--- config.mk ---
export PLATFORM = sky130hd
export DESIGN_NAME = fifo_wr_arbiter
export DESIGN_NICKNAME = d
export VERILOG_FILES = /design/src/rtl/fifo_wr_arbiter.sv
export SDC_FILE = /design/constraint.sdc
export NUM_CORES = 1
export LEC_CHECK = 0
export ABC_AREA = 1
export CAP_MARGIN = 20
export CORE_ASPECT_RATIO = 1.75
export CORE_UTILIZATION = 35
export CTS_CLUSTER_DIAMETER = 40
export CTS_CLUSTER_SIZE = 40
export DETAILED_ROUTE_END_ITERATION = 12
export GPL_TIMING_DRIVEN = 0
export PLACE_DENSITY = 0.68
export REMOVE_ABC_BUFFERS = 1
export SYNTH_ARGS = -nofsm -noshare
export SYNTH_HDL_FRONTEND = slang
export SYNTH_SLANG_ARGS = --single-unit
--- constraint.sdc ---
create_clock -name clk_wr -period 1.7 [get_ports clk_wr]
set_input_delay 0.34 -clock clk_wr [delete_from_list [all_inputs] [get_ports clk_wr]]
set_output_delay 0.34 -clock clk_wr [all_outputs]
set_load 0.01 [all_outputs]
--- src/rtl/fifo_wr_arbiter.sv ---
// Round-robin arbiter sharing one FIFO write port among NREQ requesters.
// A grant lasts up to BURSTLEN written words; every write is gated by f_full.
module fifo_wr_arbiter #(
  parameter int NREQ      = 4,
  parameter int DATAWIDTH = 8,
  parameter int BURSTLEN  = 4,
  parameter int IDXW      = 2
) (
  input  logic                      clk_wr,
  input  logic                      rst,
  input  logic [NREQ-1:0]           req,
  input  logic [NREQ*DATAWIDTH-1:0] req_data,
  input  logic                      f_full,
  output logic [NREQ-1:0]           req_ack,
  output logic                      fifo_wr_en,
  output logic [DATAWIDTH-1:0]      fifo_data,
  output logic                      grant_valid,
  output logic [IDXW-1:0]           grant_id,
  output logic                      burst_done
);

  // Handshake: requester i holds req[i] high and its req_data slice stable;
  // the word is consumed in exactly the cycle req_ack[i] is high, which is
  // always a cycle with fifo_wr_en high and f_full low.

  typedef enum logic {
    S_IDLE  = 1'b0,
    S_GRANT = 1'b1
  } state_e;

  localparam logic [7:0]      LAST_CNT = 8'(BURSTLEN - 1);
  localparam logic [IDXW-1:0] LAST_IDX = IDXW'(NREQ - 1);

  state_e          state_q, state_d;
  logic [IDXW-1:0] rr_ptr_q, rr_ptr_d;
  logic [IDXW-1:0] owner_q, owner_d;
  logic [7:0]      burst_cnt_q, burst_cnt_d;

  logic [DATAWIDTH-1:0] slice [NREQ];
  logic                 pick_found;
  logic [IDXW-1:0]      pick_idx;
  logic                 owner_req;
  logic                 wr_cyc;
  logic [IDXW-1:0]      owner_inc;

  for (genvar g = 0; g < NREQ; g++) begin : g_slice
    assign slice[g] = req_data[g*DATAWIDTH +: DATAWIDTH];
  end

  assign owner_req = req[owner_q];
  // Explicit wrap so non-power-of-2 NREQ never yields an out-of-range index.
  assign owner_inc = (owner_q == LAST_IDX) ? '0 : owner_q + IDXW'(1);

  // First active requester at or after rr_ptr, circularly.
  always_comb begin
    pick_found = 1'b0;
    pick_idx   = '0;
    for (int k = 0; k < NREQ; k++) begin
      int idx;
      idx = int'(rr_ptr_q) + k;
      if (idx >= NREQ) idx = idx - NREQ;
      if (!pick_found && req[idx]) begin
        pick_found = 1'b1;
        pick_idx   = IDXW'(idx);
      end
    end
  end

  always_comb begin
    state_d     = state_q;
    rr_ptr_d    = rr_ptr_q;
    owner_d     = owner_q;
    burst_cnt_d = burst_cnt_q;
    req_ack     = '0;
    fifo_wr_en  = 1'b0;
    fifo_data   = '0;
    burst_done  = 1'b0;
    wr_cyc      = 1'b0;
    case (state_q)
      S_IDLE: begin
        if (pick_found) begin
          owner_d     = pick_idx;
          burst_cnt_d = '0;
          state_d     = S_GRANT;
        end
      end
      S_GRANT: begin
        fifo_data        = slice[owner_q];
        wr_cyc           = owner_req & ~f_full;
        fifo_wr_en       = wr_cyc;
        req_ack[owner_q] = wr_cyc;
        if (wr_cyc) burst_cnt_d = burst_cnt_q + 8'd1;
        if (!owner_req || (wr_cyc && burst_cnt_q == LAST_CNT)) begin
          burst_done = 1'b1;
          rr_ptr_d   = owner_inc;
          state_d    = S_IDLE;
        end
      end
      default: state_d = S_IDLE;
    endcase
  end

  // grant_valid is the FSM state made visible.
  assign grant_valid = (state_q == S_GRANT);
  assign grant_id    = grant_valid ? owner_q : '0;

  always_ff @(posedge clk_wr) begin
    if (rst) begin
      state_q     <= S_IDLE;
      rr_ptr_q    <= '0;
      owner_q     <= '0;
      burst_cnt_q <= '0;
    end else begin
      state_q     <= state_d;
      rr_ptr_q    <= rr_ptr_d;
      owner_q     <= owner_d;
      burst_cnt_q <= burst_cnt_d;
    end
  end

endmodule

==> results.sh <==
export IMPL_status="finished with violations"
export IMPL_violations="setup timing"
export IMPL_maxSlewViolCount=0
export IMPL_rows=29
export IMPL_clkSinkCount=13
export IMPL_overflow=0
export IMPL_final_cell_mix="46 x nand2_1, 40 x nor2_1, 35 x clkdlybuf4s50_1, 21 x a21oi_1, 20 x buf_4"
export IMPL_drive_above_1_share=0.259
export IMPL_p_switching_mw=1.60
export IMPL_slowest_delay_ns=0.36
export IMPL_rsz0062_at_grt="yes"
export IMPL_p_seq_frac=0.162
export IMPL_drt_pass1_iter_count=4
export IMPL_tightest_slew_ns=0.361
export IMPL_stdcell_count=351
export IMPL_slew_headroom=0.759
export IMPL_grt_pass1_vias=1625
export IMPL_drv_cap=0
export IMPL_cts_root_buffer="clkbuf_8"
export IMPL_ys_warn_count=0
export IMPL_cts_tree="done"
export IMPL_worst_slack_ns=-0.168
export IMPL_total_power_mw=3.26
export IMPL_final_setup_viol_count=13
export IMPL_crit_path_end_kind="output pin"
export IMPL_cpMostUsedCell="nand2_1"
export IMPL_hpwl_mm=2.92
export IMPL_cp_arrival_ns=1.53
export IMPL_ir_drop_mv=0.988
export IMPL_cts_buffers=3
export IMPL_p_clk_frac=0.089
export IMPL_rrSetupSlack_ns=0.13
export IMPL_ant_nets=0
export IMPL_synth_cell_types=26
export IMPL_grt_first_pass_wirelength_mm=7.32
export IMPL_remaining_drc_errors=0
export IMPL_io_buffer_count=55
export IMPL_fin_crit_ns=1.87
export IMPL_ctsLongestPathBuffers=2
export IMPL_hold_path_depth=1
export IMPL_slowest_stage="dfxtp_4"
export IMPL_internal_power_mw=1.65
export IMPL_antenna_cells=0
export IMPL_syn_inst=228
export IMPL_hold_viol_final=0
export IMPL_swShare=0.493
export IMPL_fmax_mhz=535
export IMPL_crit_type="reg -> out"
export IMPL_die_h_um=83.2
export IMPL_nets=350
export IMPL_clk_pin_slew_ns=0.06
export IMPL_grt_max_degree=12
export IMPL_worst_setup_path_start_kind="register"
export IMPL_pwr_share_comb=0.749
export IMPL_syn_to_final_growth_pct=64.6
export IMPL_dieArea_mm2=0.00403
export IMPL_drt_initial_drc_count=25
export IMPL_pwr_density_cell_mw_per_mm2=1500
export IMPL_htree_levels=1
export IMPL_initial_utilization=0.363
export IMPL_ys_ff_latch=13
export IMPL_required_ns=1.36
export IMPL_place_inst=320
export IMPL_min_period_over_period=1.10
export IMPL_holdPathEnd="burst_cnt_q[0]"
export IMPL_layout_commonest_cell="nand2_1"
export IMPL_io_pins=56
export IMPL_min_from="burst_cnt_q[0]"
export IMPL_antenna_found_initial=0
export IMPL_setup_tns_ns=-1.30
export IMPL_r2r_start="owner_q[0]"
export IMPL_fp_coreArea_mm2=0.00363
export IMPL_leakagePower_nw=0.997
export IMPL_cp_max_fo=3
export IMPL_rr_endpoint="burst_cnt_q[3]"
export IMPL_die_w_um=48.4
export IMPL_avgRoutedWirePerCell_um=12.7
export IMPL_synthesis_area_mm2=0.00132
export IMPL_hold_buffers=0
export IMPL_reg2reg_depth=12
export IMPL_fin_util=0.598
export IMPL_synth_area_per_cell_um2=5.78
export IMPL_insertion_delay_ns=0.25
export IMPL_synth_seq_area_share=0.197
export IMPL_routed_via_count=1673
export IMPL_whs_ns=0.490
export IMPL_routed_wl_mm=4.45
export IMPL_finClkSkew_ns=0.00241
export IMPL_vias_per_cell=4.77
export IMPL_hp_class="reg -> reg"
export IMPL_crit_chain="buf_6 > clkinvlp_4 > nand2_1 > nand2_1 > nand2_1 > o21ai_2 > nand3_4 > buf_6 > nor2_2 > buf_2"
export IMPL_grt_usage=0.234
export IMPL_fillCellCount=363
export IMPL_place_gp_congestion=0.806
==> Yosys cell counts <==
| cell type | n | area, um^2 |
|---|---|---|
| nor2_1 | 47 | 176 |
| nand2_1 | 46 | 173 |
| inv_1 | 23 | 86.3 |
| o21ai_0 | 22 | 110 |
| a21oi_1 | 21 | 105 |
| nand3_1 | 18 | 90.1 |
| dfxtp_1 | 13 | 260 |
| nand2_2 | 6 | 37.5 |
| clkbuf_1 | 5 | 18.8 |
| ha_1 | 5 | 62.6 |
| xor2_1 | 3 | 26.3 |
| buf_2 | 2 | 10.0 |
| inv_2 | 2 | 7.51 |
| nand2_4 | 2 | 22.5 |
| nand4_1 | 2 | 12.5 |
| a211oi_1 | 1 | 7.51 |
| and2_4 | 1 | 8.76 |
| buf_4 | 1 | 7.51 |
| buf_6 | 1 | 11.3 |
| inv_6 | 1 | 8.76 |
| nand2_8 | 1 | 20.0 |
| nand3_4 | 1 | 17.5 |
| nor2_2 | 1 | 6.26 |
| nor2_8 | 1 | 20.0 |
| o211ai_1 | 1 | 7.51 |
| o21ai_1 | 1 | 5.00 |
==> how the worst max path moves through the flow <==
stage	to	start	slack, ns	cells past startpoint
floorplan	fifo_wr_en	owner_q[0]	-0.33	7
detailed placement	fifo_wr_en	owner_q[0]	-1.51	8
CTS	req_ack[0]	owner_q[0]	-0.16	10
global placement	fifo_wr_en	owner_q[0]	-1.53	8
global route	req_ack[2]	owner_q[0]	-0.25	10
finish	req_ack[2]	owner_q[0]	-0.17	10
==> flip-flops by register name (all words and copies together), names as in the netlist <==
signal / cells
rr_ptr_q: 2
owner_q: 2
burst_cnt_q: 8
grant_valid: 1
==> metrics by stage <==
step | setup slack [ns] | area [um^2]
floorplan | -0.327 | 1270
global placement | -1.53 | 1880
detailed placement | -1.51 | 1880
CTS | -0.158 | 2070
global route | -0.246 | 2170
finish | -0.168 | 2170
==> area by class of cell <==
cell class	instances	area, um^2	share of cell area
inverters	26	113	0.0519
multi-input cells	180	961	0.443
flip-flops and latches	13	273	0.126
well taps	46	57.6	0.0265
clock buffers	4	45.0	0.0207
repair buffers	80	707	0.326
repair inverters	2	15.0	0.00692
==> power by group through the flow <==
stage          sequential, mW  clock, mW  combinational (mW)
2_1_floorplan           0.520          0                1.18
3_3_place_gp            0.591          0                1.78
3_5_place_dp            0.596          0                1.77
4_1_cts                 0.521      0.297                2.22
5_1_grt                 0.536      0.305                2.70
6_report                0.527      0.290                2.44
==> metal layers <==
layer,share of wire,track usage
met1,0.39,0.242
met2,0.55,0.443
met3,0.020,0.0183
met4,0.039,0.139
met5,0,0
==> repair_timing <==
action                     4_1_cts  5_1_grt
pin swaps                        2       11
setup buffers                   18        7
gates resized for setup         92       29
gates cloned                     2        0
setup endpoints to repair       27       26
==> critical path, delay by kind of cell (launching register included) <==
family                 cells  cell delay [ns]
buffers and inverters      4             0.46
flip-flops                 1             0.36
AND/OR/NAND/NOR            5             0.34
AO/OA/AOI/OAI              1             0.11
==> kinds of logic after synthesis <==
| logic type | Yosys count | synth area share |
|---|---|---|
| flip-flops | 13 | 0.197 |
| AO/OA/AOI/OAI | 46 | 0.178 |
| AND/OR/NAND/NOR | 126 | 0.443 |
| XOR/XNOR | 3 | 0.0199 |
| buffers and inverters | 35 | 0.114 |
| adder cells (fa/ha/maj) | 5 | 0.0474 |
Power figures use the tool's default switching activity.
==> variant (config.mk and constraints unchanged) <==
Change the parameter `DATAWIDTH` from 8 to 12.
--- a/src/rtl/fifo_wr_arbiter.sv
+++ b/src/rtl/fifo_wr_arbiter.sv
@@ -2,7 +2,7 @@
 // A grant lasts up to BURSTLEN written words; every write is gated by f_full.
 module fifo_wr_arbiter #(
   parameter int NREQ      = 4,
-  parameter int DATAWIDTH = 8,
+  parameter int DATAWIDTH = 12,
   parameter int BURSTLEN  = 4,
   parameter int IDXW      = 2
 ) (
Interface: changed (resized fifo_data and req_data); port bits go from 56 to 76. No check against the original RTL was run, so the function may have changed too.
==> variant against the unedited design <==
- the flow still finishes with violations (setup timing)
- synthesized cell count increased by 13%
- clock power fell by 3%
- power is 8.1% higher
- setup slack gained 6.2 ps
- count of clock-buffer cells in the layout unchanged
- first-iteration DRC count rose by 40%
- sequential cell count did not move
- routed wire length grew 24%
- utilization up 0.76 points
- cell area rose by 15%
- maximum frequency grew 0.33%
- synthesized area grew 12%
- critical endpoint is now fifo_wr_en
==> variant: results (changes against the unedited design) <==
| Metric | Value |
|---|---|
| Cells after Synth | `258 (+13%)` |
| Placed insts | `371 (+16%)` |
| Clk_lat worst skew | `250 ps (about the same)` |
| Antenna violations before repair | `0 (unchanged)` |
| Worst VDD drop | `0.816 mV (-17%)` |
| Flop+latch power | `0.516 mW (-2%)` |
| Synth Warn # | `0 (unchanged)` |
| Hold Path Class | `flip-flop to flip-flop` |
| Area share of fa/ha/maj cells after synthesis | `4.22% (-0.52 points)` |
| Rel. slew slack | `67.8% (-8.0 points)` |
| Final setup vio count | `16 (+3)` |
| ANT cells | `0 (unchanged)` |
| Sw frac | `51.4% (+2.2 points)` |
| Synth cell count leaders | `nor2_1, nand2_1, o21ai_0, inv_1, a21oi_1` |
| CTS buffer count | `3 (unchanged)` |
| Clock root cell | `clkbuf_8` |
| Vias per inst | `4.98 (+4.6%)` |
| Commonest non-fill, non-tap cell in the layout | `nor2_1` |
| Compound-Gate Fraction of Synth Area | `21.4% (+3.6 points)` |
| Routed len/inst | `13.9 um (+10%)` |
| H-tree depth | `1 (unchanged)` |
| Via count of the first global-routing pass | `1890 (+16%)` |
| DP Wirelength | `3710 um (+27%)` |
| Synth cell types | `29 (+12%)` |
| Clk buf depth | `2 (unchanged)` |
| Status | `finished, violations left` |
| Pre-CTS WS | `-1800 ps (-293 ps)` |
| FFs w/ async S/R, synth | `0% (unchanged)` |
| Largest net degree at the start of global routing | `19 (+7)` |
| Critical Path Slowest Stage Cell | `dfxtp_4` |
| Synth area leaders | `dfxtp_1, nor2_1, nand2_1` |
| Post-Synth XOR/XNOR Area | `1.77% (-0.22 points)` |
| Number of DRC markers in iteration 0 | `35 (+40%)` |
| Drt pass-1 iters | `4 (unchanged)` |
| Setup WS post-layout | `-161 ps (+6.18 ps)` |
| Critical Path Max Stage Delay | `360 ps (about the same)` |
| First-pass GRT wire length | `8670 um (+18%)` |
| Most common flop cell mapped by yosys | `dfxtp_1` |
| Comb power | `2.73 mW (+12%)` |
| Layout cells sized above 1 | `25.2% (-0.68 points)` |
| Gr usage total | `25.4% (+2.0 points)` |
| Arr. time, crit path | `1520 ps` |
| Worst-path maximum fanout | `6 (+3)` |
| Post-route insts no fill | `394 (+12%)` |
| Post-synthesis mux area share | `0% (unchanged)` |
| Failing checks | `setup timing` |
| DRT antenna net count | `0 (unchanged)` |
| Seq/Total Area, Yosys | `17.6% (-2.2 points)` |
| Nets | `406 (+16%)` |
| Clock Skew | `1.01 ps (-1.40 ps)` |
| Clock slew at reported path FFs | `50 ps` |
| Port bufs | `75 (+36%)` |
| Biggest regs | `burst_cnt_q: 8 flops, owner_q: 2 flops, rr_ptr_q: 2 flops` |
| Static leakage | `1.10 nW (+10%)` |
| GPL Wtd Cong | `0.852 (+5.7%)` |
| Hold Path Stages | `2 (+1)` |
[variant: cell families after synthesis]
kind of cell	Yosys count
AO/OA/AOI/OAI	58
buffers and inverters	37
AND/OR/NAND/NOR	142
XOR/XNOR	3
adder cells (fa/ha/maj)	5
flip-flops	13
[variant: cell type report]
class / count / area [um^2]
clock buffer: 4 / 45.0
multi-input combinational: 208 / 1140
sequential: 13 / 270
inverter: 26 / 124
timing repair inverter: 1 / 6.26
tap: 49 / 61.3
fill: 411 / 1620
timing repair buffer: 93 / 846
[variant: per-stage QoR]
stage          instance area [um^2]  TNS (ps)  hold slack, ps  total power [mW]
2_1_floorplan                  1430     -7160             402              1.91
3_3_place_gp                   2240    -36150             485              2.76
3_5_place_dp                   2240    -36090             493              2.76
4_1_cts                        2440     -1320             519              3.42
5_1_grt                        2490     -3080             545              3.83
6_report                       2490     -1410             521              3.52
[variant: final timing paths]
kind                    endpoint  slack [ps]           start
setup / recovery      fifo_wr_en        -160      owner_q[0]
hold / removal    burst_cnt_q[5]         520  burst_cnt_q[5]
setup reg to reg  burst_cnt_q[7]         140      owner_q[0]
hold reg to reg   burst_cnt_q[5]         520  burst_cnt_q[5]
[variant: timing repair]
action / CTS / global route
setup buffers: 15 / 5
endpoints found under the hold margin: 0 / 0
cloned: 1 / 0
endpoints found under the setup margin: 33 / 30
pin swaps: 6 / 10
resized for setup: 107 / 16
[variant: per-layer routing]
metal | GRT usage, % | wire, um | part of all wire, %
met1 | 24.1 | 2040 | 37
met3 | 2.95 | 268 | 4.9
met4 | 10.1 | 189 | 3.4
met5 | 0 | 0 | 0
met2 | 52.3 | 2990 | 54
[variant: worst reg2reg max path, delay by kind of cell (launching register included)]
family	cells	cell delay, ps
and+or+nand+nor	6	430
AOI/OAI and AO/OA	2	210
buffers and inverters	4	500
DFF	1	360
